<file path="src/rtl/sync_fifo_pkg.sv">
// Shared constants and helpers for the single-clock FIFO.
//   - Default geometry and almost-empty/almost-full levels.
//   - Helpers for depth and count width, derived from the address width.
//   - A legality check on the programmable levels, used at elaboration.
//   - Encoding of the per-cycle FIFO operation: accepted write and/or read.
package sync_fifo_pkg;

  localparam int unsigned DefaultDataW    = 8;
  localparam int unsigned DefaultAddrW    = 4;
  localparam int unsigned DefaultAeLevel  = 2;
  // almost_full defaults to this many entries below full
  localparam int unsigned DefaultAfMargin = 2;

  // Operation accepted this cycle, encoded as {write, read}
  typedef enum logic [1:0] {
    OpIdle  = 2'b00,
    OpRead  = 2'b01,
    OpWrite = 2'b10,
    OpBoth  = 2'b11
  } fifo_op_e;

  function automatic int unsigned depth_of(input int unsigned addr_w);
    return 32'd1 << addr_w;
  endfunction

  // count spans 0..DEPTH, so it needs one bit more than the RAM address
  function automatic int unsigned count_w(input int unsigned addr_w);
    return addr_w + 1;
  endfunction

  function automatic int unsigned default_af_level(input int unsigned addr_w);
    return depth_of(addr_w) - DefaultAfMargin;
  endfunction

  function automatic bit levels_ok(input int unsigned depth, input int unsigned af_level,
                                   input int unsigned ae_level);
    return (ae_level < af_level) && (af_level <= depth);
  endfunction

endpackage

</file>
<file path="src/rtl/sdp_ram_core.sv">
// Single-clock simple dual-port RAM with a registered read port.
//   clk_i      clock, all activity on posedge
//   rst_i      asynchronous active-high reset of the read register only
//   wr_en_i    write strobe; wr_data_i stored at wr_addr_i
//   rd_en_i    read strobe; rd_data_o loads mem[rd_addr_i] on the next edge
//   rd_data_o  registered read data, holds its value when rd_en_i is low
// The storage array itself is never reset.
module sdp_ram_core #(
  parameter int unsigned DATA_W = 8,
  parameter int unsigned ADDR_W = 4
) (
  input  logic              clk_i,
  input  logic              rst_i,
  input  logic              wr_en_i,
  input  logic [ADDR_W-1:0] wr_addr_i,
  input  logic [DATA_W-1:0] wr_data_i,
  input  logic              rd_en_i,
  input  logic [ADDR_W-1:0] rd_addr_i,
  output logic [DATA_W-1:0] rd_data_o
);

  localparam int unsigned Depth = 32'd1 << ADDR_W;

  logic [DATA_W-1:0] mem [Depth];
  logic [DATA_W-1:0] rd_data_q;

  always_ff @(posedge clk_i) begin
    if (wr_en_i) begin
      mem[wr_addr_i] <= wr_data_i;
    end
  end

  // Read-before-write on an address collision; the FIFO never reads a slot
  // that is being written in the same cycle, so no bypass is needed.
  always_ff @(posedge clk_i or posedge rst_i) begin
    if (rst_i) begin
      rd_data_q <= '0;
    end else if (rd_en_i) begin
      rd_data_q <= mem[rd_addr_i];
    end
  end

  assign rd_data_o = rd_data_q;

endmodule

</file>
<file path="src/rtl/sync_fifo_ctrl.sv">
// Single-clock FIFO controller around sdp_ram_core.
//   clk, rst           clock (posedge) and asynchronous active-high reset
//   wr_en, wr_data     write request; accepted only when not full
//   rd_en              read request; accepted only when not empty
//   rd_data, rd_valid  registered read word and its one-cycle valid pulse
//   full, empty        count == DEPTH / count == 0
//   almost_full/empty  count >= AF_LEVEL / count <= AE_LEVEL
//   count              occupancy 0..DEPTH
//   overflow/underflow sticky error flags, cleared by err_clr (set wins)
module sync_fifo_ctrl
  import sync_fifo_pkg::*;
#(
  parameter int unsigned DATA_W   = DefaultDataW,
  parameter int unsigned ADDR_W   = DefaultAddrW,
  parameter int unsigned AF_LEVEL = default_af_level(ADDR_W),
  parameter int unsigned AE_LEVEL = DefaultAeLevel
) (
  input  logic              clk,
  input  logic              rst,
  input  logic              wr_en,
  input  logic [DATA_W-1:0] wr_data,
  input  logic              rd_en,
  output logic [DATA_W-1:0] rd_data,
  output logic              rd_valid,
  output logic              full,
  output logic              empty,
  output logic              almost_full,
  output logic              almost_empty,
  output logic [ADDR_W:0]   count,
  output logic              overflow,
  output logic              underflow,
  input  logic              err_clr
);

  localparam int unsigned DEPTH = depth_of(ADDR_W);
  localparam int unsigned CntW  = count_w(ADDR_W);

  localparam logic [CntW-1:0] DepthCnt = DEPTH[CntW-1:0];
  localparam logic [CntW-1:0] AfCnt    = AF_LEVEL[CntW-1:0];
  localparam logic [CntW-1:0] AeCnt    = AE_LEVEL[CntW-1:0];
  localparam logic [CntW-1:0] One      = {{(CntW-1){1'b0}}, 1'b1};

  if (!levels_ok(DEPTH, AF_LEVEL, AE_LEVEL)) begin : gen_bad_levels
    $error("sync_fifo_ctrl: levels must satisfy AE_LEVEL < AF_LEVEL <= DEPTH");
  end

  // Pointers carry a wrap bit above the RAM address
  logic [CntW-1:0] wr_ptr_q, wr_ptr_d;
  logic [CntW-1:0] rd_ptr_q, rd_ptr_d;
  logic [CntW-1:0] count_q, count_d;
  logic            rd_valid_q;
  logic            overflow_q, overflow_d;
  logic            underflow_q, underflow_d;
  logic            wr_ok, rd_ok;
  fifo_op_e        op;

  // Flags come straight from the registered count
  always_comb begin
    full         = (count_q == DepthCnt);
    empty        = (count_q == '0);
    almost_full  = (count_q >= AfCnt);
    almost_empty = (count_q <= AeCnt);
  end

  always_comb begin
    wr_ok = wr_en && !full;
    rd_ok = rd_en && !empty;
    op    = fifo_op_e'({wr_ok, rd_ok});
  end

  always_comb begin
    wr_ptr_d    = wr_ok ? wr_ptr_q + One : wr_ptr_q;
    rd_ptr_d    = rd_ok ? rd_ptr_q + One : rd_ptr_q;
    count_d     = count_q;
    case (op)
      OpWrite: count_d = count_q + One;
      OpRead:  count_d = count_q - One;
      default: count_d = count_q;
    endcase
    // A fresh error in the same cycle as err_clr keeps the flag set
    overflow_d  = (wr_en && full)  ? 1'b1 : (err_clr ? 1'b0 : overflow_q);
    underflow_d = (rd_en && empty) ? 1'b1 : (err_clr ? 1'b0 : underflow_q);
  end

  always_ff @(posedge clk or posedge rst) begin
    if (rst) begin
      wr_ptr_q    <= '0;
      rd_ptr_q    <= '0;
      count_q     <= '0;
      rd_valid_q  <= 1'b0;
      overflow_q  <= 1'b0;
      underflow_q <= 1'b0;
    end else begin
      wr_ptr_q    <= wr_ptr_d;
      rd_ptr_q    <= rd_ptr_d;
      count_q     <= count_d;
      rd_valid_q  <= rd_ok;
      overflow_q  <= overflow_d;
      underflow_q <= underflow_d;
    end
  end

  sdp_ram_core #(
    .DATA_W (DATA_W),
    .ADDR_W (ADDR_W)
  ) u_ram (
    .clk_i     (clk),
    .rst_i     (rst),
    .wr_en_i   (wr_ok),
    .wr_addr_i (wr_ptr_q[ADDR_W-1:0]),
    .wr_data_i (wr_data),
    .rd_en_i   (rd_ok),
    .rd_addr_i (rd_ptr_q[ADDR_W-1:0]),
    .rd_data_o (rd_data)
  );

  assign count     = count_q;
  assign rd_valid  = rd_valid_q;
  assign overflow  = overflow_q;
  assign underflow = underflow_q;

endmodule

</file>
<file path="config.mk">
export PLATFORM = sky130hd
export DESIGN_NAME = sync_fifo_ctrl
export DESIGN_NICKNAME = d
export VERILOG_FILES = /design/src/rtl/sync_fifo_pkg.sv /design/src/rtl/sdp_ram_core.sv /design/src/rtl/sync_fifo_ctrl.sv
export SDC_FILE = /design/constraint.sdc
export NUM_CORES = 1
export LEC_CHECK = 0
export ABC_AREA = 1
export CORE_ASPECT_RATIO = 0.7
export CORE_MARGIN = 2
export CORE_UTILIZATION = 60
export CTS_CLUSTER_SIZE = 10
export DETAILED_ROUTE_END_ITERATION = 8
export PLACE_DENSITY = 0.79
export REMOVE_ABC_BUFFERS = 1
export SLEW_MARGIN = 10
export SYNTH_ARGS = -nofsm -noshare
export SYNTH_HDL_FRONTEND = slang
export SYNTH_SLANG_ARGS = --single-unit
</file>
<file path="constraint.sdc">
create_clock -name clk -period 4 [get_ports clk]
set_input_delay 1.2 -clock clk [delete_from_list [all_inputs] [get_ports clk]]
set_output_delay 1.2 -clock clk [all_outputs]
set_load 0.05 [all_outputs]
</file>
## Word level (Yosys, flattened, before mapping)

Memory sizes are Yosys's and may differ from the RTL's. A register that Yosys moved wholly into a read port is not among the register bits.
Cells that the tools add are included.

- Bits in registers: 18
- Memory bits (writable): 128
- Input port bits: 13
- Output and inout bits: 20
- Logic and storage cells: 32
- Memories kept: 1

- Add/subtract/negate cells: 4
- Magnitude comparators: 2
- Equal/unequal tests: 3
- Mux-type cells: 6
- Reduce and logical (&&, ||, !) cells: 10

Memories:

| memory | words | bits a word | read ports | clocked after memory_dff | wr ports | line | RTL |
|---|---|---|---|---|---|---|---|
| u_ram.mem | 16 | 8 | 1 | 1 | 1 | sdp_ram_core.sv:24 | `logic [DATA_W-1:0] mem [Depth];` |

Operators by type and width:

| operator | count |
|---|---|
| 5-bit by 1-bit adder with 5-bit output, second input constant | 3 |
| 5-bit case mux with 2 select lines | 1 |
| 2-bit nonzero test | 3 |
| 5-bit == test, second input constant | 1 |
| 5-bit by 4-bit >= comparator with 1-bit output, second input constant | 1 |
| 5-bit by 2-bit <= comparator with 1-bit output, second input constant | 1 |
| 5-bit logical NOT | 1 |
| 1-bit two-way mux | 5 |
| 5-bit by 1-bit subtractor with 5-bit output, second input constant | 1 |
| 1-bit logical AND | 4 |
| 2-bit by 1-bit == test with 1-bit output, second input constant | 1 |
| 2-bit == test, second input constant | 1 |
| 1-bit logical NOT | 2 |

## Longest topological paths before layout

Gate-level depths: netlist of run 1.

- Word-level depth: 5
- Depth in mapped cells: 18
- Gate-level depth less buffers: 16

## Cells and area by module

Synthesis of run 1 repeated with hierarchy kept, for this count alone.

- Cell total of the unflattened synthesis: 599
- Area, all modules: 6557.5 sq um

Modules (own cells, without submodules):

| module | times used | cells each | area an instance (sq um) | seq. area each (sq um) |
|---|---|---|---|---|
| sdp_ram_core | 1 | 482 | 5595.4 | 4043.9 |
| sync_fifo_ctrl | 1 | 117 | 962.2 | 400.4 |

## Worst setup path before layout of run 1

OpenSTA, ideal clock, no wires.

- Path type: register to output
- Start: reg count_q[3] (netlist: count[3])
- End: out almost_empty
- Arrival time: 2.034 ns
- Required time: 2.800 ns
- Slack: 0.766 ns
- Stages on the path, launching flop included: 4
- Buffers on the path: 0
- Cells stage by stage: dfrtp_1 > nor2_2 > inv_1 > a211oi_1

- Cells in the longest elaborated chain, start to end: 1

RTL lines:

| item | line | RTL |
|---|---|---|
| start: declaration | sync_fifo_ctrl.sv:50 | `logic [CntW-1:0] count_q, count_d;` |
| start signal: assignment | sync_fifo_ctrl.sv:96 | `count_q <= count_d;` |
| 5-bit by 2-bit <= comparator with 1-bit output | sync_fifo_ctrl.sv:62 | `almost_empty = (count_q <= AeCnt);` |
| end: declaration | sync_fifo_ctrl.sv:28 | `output logic almost_empty,` |

Every way passes these cells.

## Worst setup path after layout of run 1

- Start: reg count_q[3] (netlist: count[3])
- End: out empty

- Cells in the longest elaborated chain, start to end: 1

RTL lines:

| item | line | RTL |
|---|---|---|
| 5-bit logical NOT | sync_fifo_ctrl.sv:60 | `empty = (count_q == '0);` |
| end: declaration | sync_fifo_ctrl.sv:26 | `output logic empty,` |

Every way passes these cells.

==> results of run 1 <==
-- placed cells by master, fill, tap and decap left out, types with 2 or more instances in the layout --
master           count
buf_4                2
bufinv_16            3
clkbuf_16           17
clkbuf_8             2
clkdlybuf4s50_1     32
clkinv_1             2
clkinv_4             4
clkinvlp_4           3
dfrtp_1             23
edfxtp_1           128
ha_1                 8
inv_1              116
inv_2                2
inv_6                2
nand2_1            221
nand3_1            103
nand4_1              2
nor2_1              20
o21ai_0              7
xor2_1               9
-- Yosys cell counts (all sizes together) --
master / instances / area share, %
nor2: 21 / 1.2
o21ai: 8 / 0.64
nand3b: 1 / 0.11
nand4: 2 / 0.18
a21oi: 1 / 0.074
dfrtp: 24 / 8.8
xor2: 9 / 1.2
xnor2: 1 / 0.13
edfxtp: 128 / 57
a21o: 1 / 0.11
clkbuf: 2 / 0.26
ha: 8 / 1.5
clkinv: 2 / 0.11
o211ai: 1 / 0.11
inv: 118 / 6.5
buf: 25 / 2.6
nand2: 222 / 12
a211oi: 1 / 0.11
nand3: 103 / 7.6
-- stage by stage --
stage | utilization, % | std cells | hold slack, ns | instance area, um2
3_3_place_gp | 64.8 | 838 | 0.473 | 7130
5_1_grt | 70.5 | 870 | 0.499 | 7760
6_report | 70.5 | 870 | 0.485 | 7760
2_1_floorplan | - | 651 | 0.483 | 6610
3_5_place_dp | 64.8 | 838 | 0.469 | 7130
4_1_cts | 70.5 | 870 | 0.485 | 7760
-- power breakdown --
part	leakage (nW)	switching [W]	internal, W	total [W]
clock	0.296	0.000646	0.00102	0.00167
sequential	1.45	0.000187	0.00197	0.00216
combinational	1.68	0.00153	0.000625	0.00216
total	3.43	0.00236	0.00362	0.00598
-- flip-flops by register name (all words and copies together) (netlist names) --
name / count
count: 5
wr_ptr_q: 4
overflow: 1
rd_valid: 1
underflow: 1
u_ram.rd_data_o: 8
rd_ptr_q: 4
u_ram.mem: 128
-- final timing paths --
check	cells past startpoint	startpoint	slack (ns)	to
max in group asynchronous	2	rst	2.09	rd_ptr_q[0]
min in group asynchronous	2	rst	1.28	u_ram.rd_data_o[4]
worst min-delay path	2	u_ram.rd_data_o[5]	0.49	u_ram.rd_data_o[5]
worst max-delay path	4	count[3]	0.65	empty
worst max register to register	16	count[1]	1.35	count[4]
worst min register to register	2	u_ram.rd_data_o[5]	0.49	u_ram.rd_data_o[5]
-- metal layers --
layer,track usage [%],wire [um],vias to the layer above
li1,-,-,2222
met1,35.6,6500,2249
met2,44.3,7250,224
met3,5.96,1130,27
met4,11.5,295,0
met5,0,0,-
-- cells by family (layout without fill, tap and decap cells) --
logic type                 Yosys count  after routing  share of synthesized area [%]
buffers and inverters              147            186                           9.48
xor gates and xnor gates            10             10                           1.29
AOI/OAI and AO/OA                   12             12                           1.05
and+or+nand+nor                    349            349                           21.4
adders and majority gates            8              8                           1.47
DFF                                152            152                           65.4
-- critical path, delay by kind of cell, from the launching register on --
family,cells,cell delay (ns)
buffers and inverters,2,0.93
DFF,1,0.45
and+or+nand+nor,2,0.35
-- layout make-up --
class                           count  area share [%]
Clock buffer                       19            5.84
Inverter                          120            5.81
Multi-Input combinational cell    379            22.1
Sequential cell                   152            57.3
Tap cell                          153            2.47
Clock inverter                     13            2.19
Timing Repair Buffer               34            4.32
==> metrics, run 1 <==
status completed; deepest clock path buffer count 2; Overflow after GRT 0; FF+latch count, synth 152; Final Max Tran Viols 0; Peak VDD IR 0.438 mV; Reg area 4450 um2; Max H-tree Level 4; CTS tree done; Fin. Hold Viols 0; Fillers 748; TritonRoute pass-1 iters 7; largest net degree at the start of global routing 67; area of the multi-input gates 1710 um2; unrepaired setup endpoints after global routing no; Setup WS post-layout 0.651 ns; max_cap viols 0; total track usage 27.0%; crit-path max cell delay 0.81 ns; Pleak 3.43 nW; Area growth syn-to-layout 14.1%; first-pass GRT wire length 24.4 mm; antenna violations before repair 0; Setup crit end kind output pin; Syn. warnings 0; worst slew pin tran 1.15 ns; CP cell instances nor2_2 -> nand4_1 -> inv_1 -> clkdlybuf4s50_1; final wirelength 15.2 mm; clk sinks 152; proportion of synthesized chip area in sequential cells 65.4%; post-cts resize count 0; worst-skew pair later-pin latency 0.43 ns; Worst-path clk slew 0.06 ns; synthesized cell area 6800 um2; post-synthesis cell type count 26; worst path required time 2.80 ns; Worst Setup Start Kind flip-flop; number of setup violations in the final report 0; final worst path period need 3.35 ns; slew margin rel. 23.1%; GPL Wtd Cong 0.916; row count 32; syn_area_per_cell 10.0 um2; nets@finish 725; Cells after Synth 678; total setup buffers inserted after CTS 0; initial drt markers 516; Setup WS pre-CTS 0.461 ns; Initial Utilization 61.8%; pwr dens 771 nW/um2; share of layout cells above drive strength 1 5.58%; final period utilization 83.7%; IO Count 33; Num CTS Buffers 17; hold crit path type flip-flop to flip-flop; post-DP HPWL 9.58 mm; slowest stage cell on the critical path clkdlybuf4s50_1; area of the core 11000 um2; Antenna diodes 0; Via Count 4722; DR WL/cell 17.4 um; vias per cell 5.43; drc violations 0; I/O Buffers 32; CTS Hold Bufs 0; Crit Path Class flip-flop to output pin; die height 93.1 um; die span in x 131 um; ANT nets after route 0; Setup Total Neg Slack 0 ns; number of global-route vias before repair 4608; worst-path fanout max 6; Max Freq 299 MHz; Fin Clk Skew 0.00846 ns; CTS root buffer clkbuf_16; total power 0.00598 W; arrival time at the worst endpoint 2.15 ns; die area 12200 um2
No activity file was read; power rests on OpenSTA's default activity.
==> run 2, diff against run 1 <==
--- a/config.mk
+++ b/config.mk
@@ -8,10 +8,10 @@
 export ABC_AREA = 1
 export CORE_ASPECT_RATIO = 0.7
 export CORE_MARGIN = 2
-export CORE_UTILIZATION = 60
+export CORE_UTILIZATION = 54
 export CTS_CLUSTER_SIZE = 10
 export DETAILED_ROUTE_END_ITERATION = 8
-export PLACE_DENSITY = 0.79
+export PLACE_DENSITY = 0.76
 export REMOVE_ABC_BUFFERS = 1
 export SLEW_MARGIN = 10
 export SYNTH_ARGS = -nofsm -noshare
==> constraint.sdc (replaced) <==
create_clock -name clk -period 2.7 [get_ports clk]
set_input_delay 0.81 -clock clk [delete_from_list [all_inputs] [get_ports clk]]
set_output_delay 0.81 -clock clk [all_outputs]
set_load 0.05 [all_outputs]
==> run 2 against run 1 <==
Setup slack worse by 0.52 ns. Sequential power rose by 45%. Final area rose by 2.1%. Die area is 11% higher. Critical endpoint is now count[3]. Worst hold slack about the same. Critical path type unchanged. Clock-buffer cell count unchanged. First-iteration DRC count shrank 0.39%. Global-route usage is 3.5 points lower. Combinational power increased by 54%. Clock skew increased by 0.0015 ns. Non-clock buffer count grew 28.
==> metrics, run 2 (synthesis results as in run 1) <==
worst path required time 1.89 ns (was 2.80 ns); Cells after DPL 875 (was 838); total setup buffers inserted after CTS 0 (unchanged); Fin. Hold Viols 0 (unchanged); Final Max Tran Viols 0 (unchanged); commonest non-fill, non-tap cells in the layout 221 x nand2_1, 128 x edfxtp_1, 116 x inv_1 (unchanged); pwr dens 1100 nW/um2 (was 771 nW/um2); Setup WS pre-CTS 0.0193 ns (was 0.461 ns); area of the core 12300 um2 (was 11000 um2); worst-skew pair later-pin latency 0.42 ns (was 0.43 ns); slowest stage cell on the critical path clkdlybuf4s50_1 (unchanged); die span in x 138 um (was 131 um); cell family with most CP delay buffers and inverters (unchanged); unrepaired setup endpoints after global routing no (unchanged); Area growth syn-to-layout 16.5% (was 14.1%); worst slew pin tran 0.851 ns (was 1.15 ns); crit-path max cell delay 0.85 ns (was 0.81 ns); share of total power in combinational logic 38.0% (was 36.0%); vias per cell 5.27 (was 5.43); initial drt markers 514 (was 516); Reg with most FFs u_ram.mem (unchanged); final wirelength 15.0 mm (was 15.2 mm); die area 13500 um2 (was 12200 um2); drc violations 0 (unchanged); Initial Utilization 55.1% (was 61.8%); Reg area 4450 um2 (unchanged); Overflow after GRT 0 (unchanged); CTS root buffer clkbuf_16 (unchanged); Switch Pwr 0.00344 W (was 0.00236 W); Setup Total Neg Slack 0 ns (unchanged); cell-internal power 0.00529 W (was 0.00362 W); I/O Buffers 32 (unchanged); status completed (unchanged); area of the multi-input gates 1710 um2 (unchanged); Clock Power Share 26.0% (was 27.8%); IO Count 33 (unchanged); largest net degree at the start of global routing 67 (unchanged); Setup WS post-layout 0.135 ns (was 0.651 ns); number of global-route vias before repair 4771 (was 4608); worst-path fanout max 6 (unchanged); ANT nets after route 0 (unchanged); hold slack 0.486 ns (was 0.485 ns); die height 97.9 um (was 93.1 um); clk sinks 152 (unchanged); Num CTS Buffers 17 (unchanged); Reg power frac 36.0% (was 36.1%); post-DP HPWL 9.61 mm (was 9.58 mm); final period utilization 95.0%; DR WL/cell 16.6 um (was 17.4 um); total track usage 23.5% (was 27.0%); hold crit path type flip-flop to flip-flop (unchanged); Layout Cells excl Fill 907 (was 870); GPL Wtd Cong 0.917 (was 0.916); max reg flops 128 (unchanged); Switching Fraction 39.4% (was 39.5%); row count 34 (was 32); nets@finish 753 (was 725); CP cell instances clkdlybuf4s50_1 (was nor2_2 -> nand4_1 -> inv_1 -> clkdlybuf4s50_1); Peak VDD IR 0.958 mV (was 0.438 mV); Antenna diodes 0 (unchanged); share of layout cells above drive strength 1 8.99% (was 5.58%); CTS tree done (unchanged); final worst path period need 2.57 ns; Pleak 3.55 nW (was 3.43 nW); arrival time at the worst endpoint 1.76 ns (was 2.15 ns); Via Count 4782 (was 4722); deepest clock path buffer count 2 (unchanged); Setup crit end kind output pin (unchanged); Worst Setup Start Kind flip-flop (unchanged); max_cap viols 0 (unchanged); Crit Path Class flip-flop to output pin (unchanged); CTS Hold Bufs 0 (unchanged); Max Freq 390 MHz; first-pass GRT wire length 24.3 mm (was 24.4 mm); Worst-path clk slew 0.06 ns (about the same); antenna violations before repair 1 (was 0); most common cell after layout, fill and taps aside nand2_1 (unchanged); number of setup violations in the final report 0 (unchanged); Fin Clk Skew 0.00996 ns (was 0.00846 ns); Fillers 914 (was 748); post-cts resize count 1 (was 0); slew margin rel. 43.2% (was 23.1%); Worst Path Buf+Inv 1 (was 2); TritonRoute pass-1 iters 6 (was 7); Max H-tree Level 4 (unchanged)
-- run 2: cell type report --
class / instances / share of cell area, %
Sequential cell: 152 / 56.1
Multi-Input combinational cell: 379 / 21.6
Timing Repair Buffer: 62 / 6.93
Inverter: 120 / 5.69
Clock buffer: 19 / 5.46
Tap cell: 162 / 2.56
Clock inverter: 13 / 1.64
-- run 2: worst paths after layout --
check,startpoint,end,slack [ns],depth (start not counted)
worst max-delay path,count[3],count[3],0.13,1
worst min-delay path,u_ram.rd_data_o[7],u_ram.rd_data_o[7],0.49,2
worst max register to register,count[3],count[4],0.51,15
worst min register to register,u_ram.rd_data_o[7],u_ram.rd_data_o[7],0.49,2
max in group asynchronous,rst,rd_ptr_q[0],1.72,3
min in group asynchronous,rst,u_ram.rd_data_o[6],0.73,3
-- run 2: power by group through the flow --
stage | sequential, W | combinational (W) | clock [W]
after floorplan | 0.00366 | 0.00163 | 0
after global placement | 0.00316 | 0.00316 | 0
after detailed placement | 0.00318 | 0.00327 | 0
after CTS | 0.00314 | 0.00330 | 0.00229
after global routing | 0.00318 | 0.00362 | 0.00240
final | 0.00314 | 0.00332 | 0.00227
-- run 2: stage by stage --
stage,instance area (um2),power [W],util [%]
floorplan,6610,0.00529,-
detailed placement,7360,0.00645,59.7
global placement,7360,0.00632,59.7
CTS,7920,0.00873,64.2
global route,7920,0.00920,64.2
finish,7920,0.00873,64.2
-- run 2: metal layers --
layer / track usage [%] / routed length (um)
met5: 0 / 0
met4: 9.50 / 213
met3: 5.54 / 1310
met2: 37.7 / 7240
met1: 31.5 / 6270
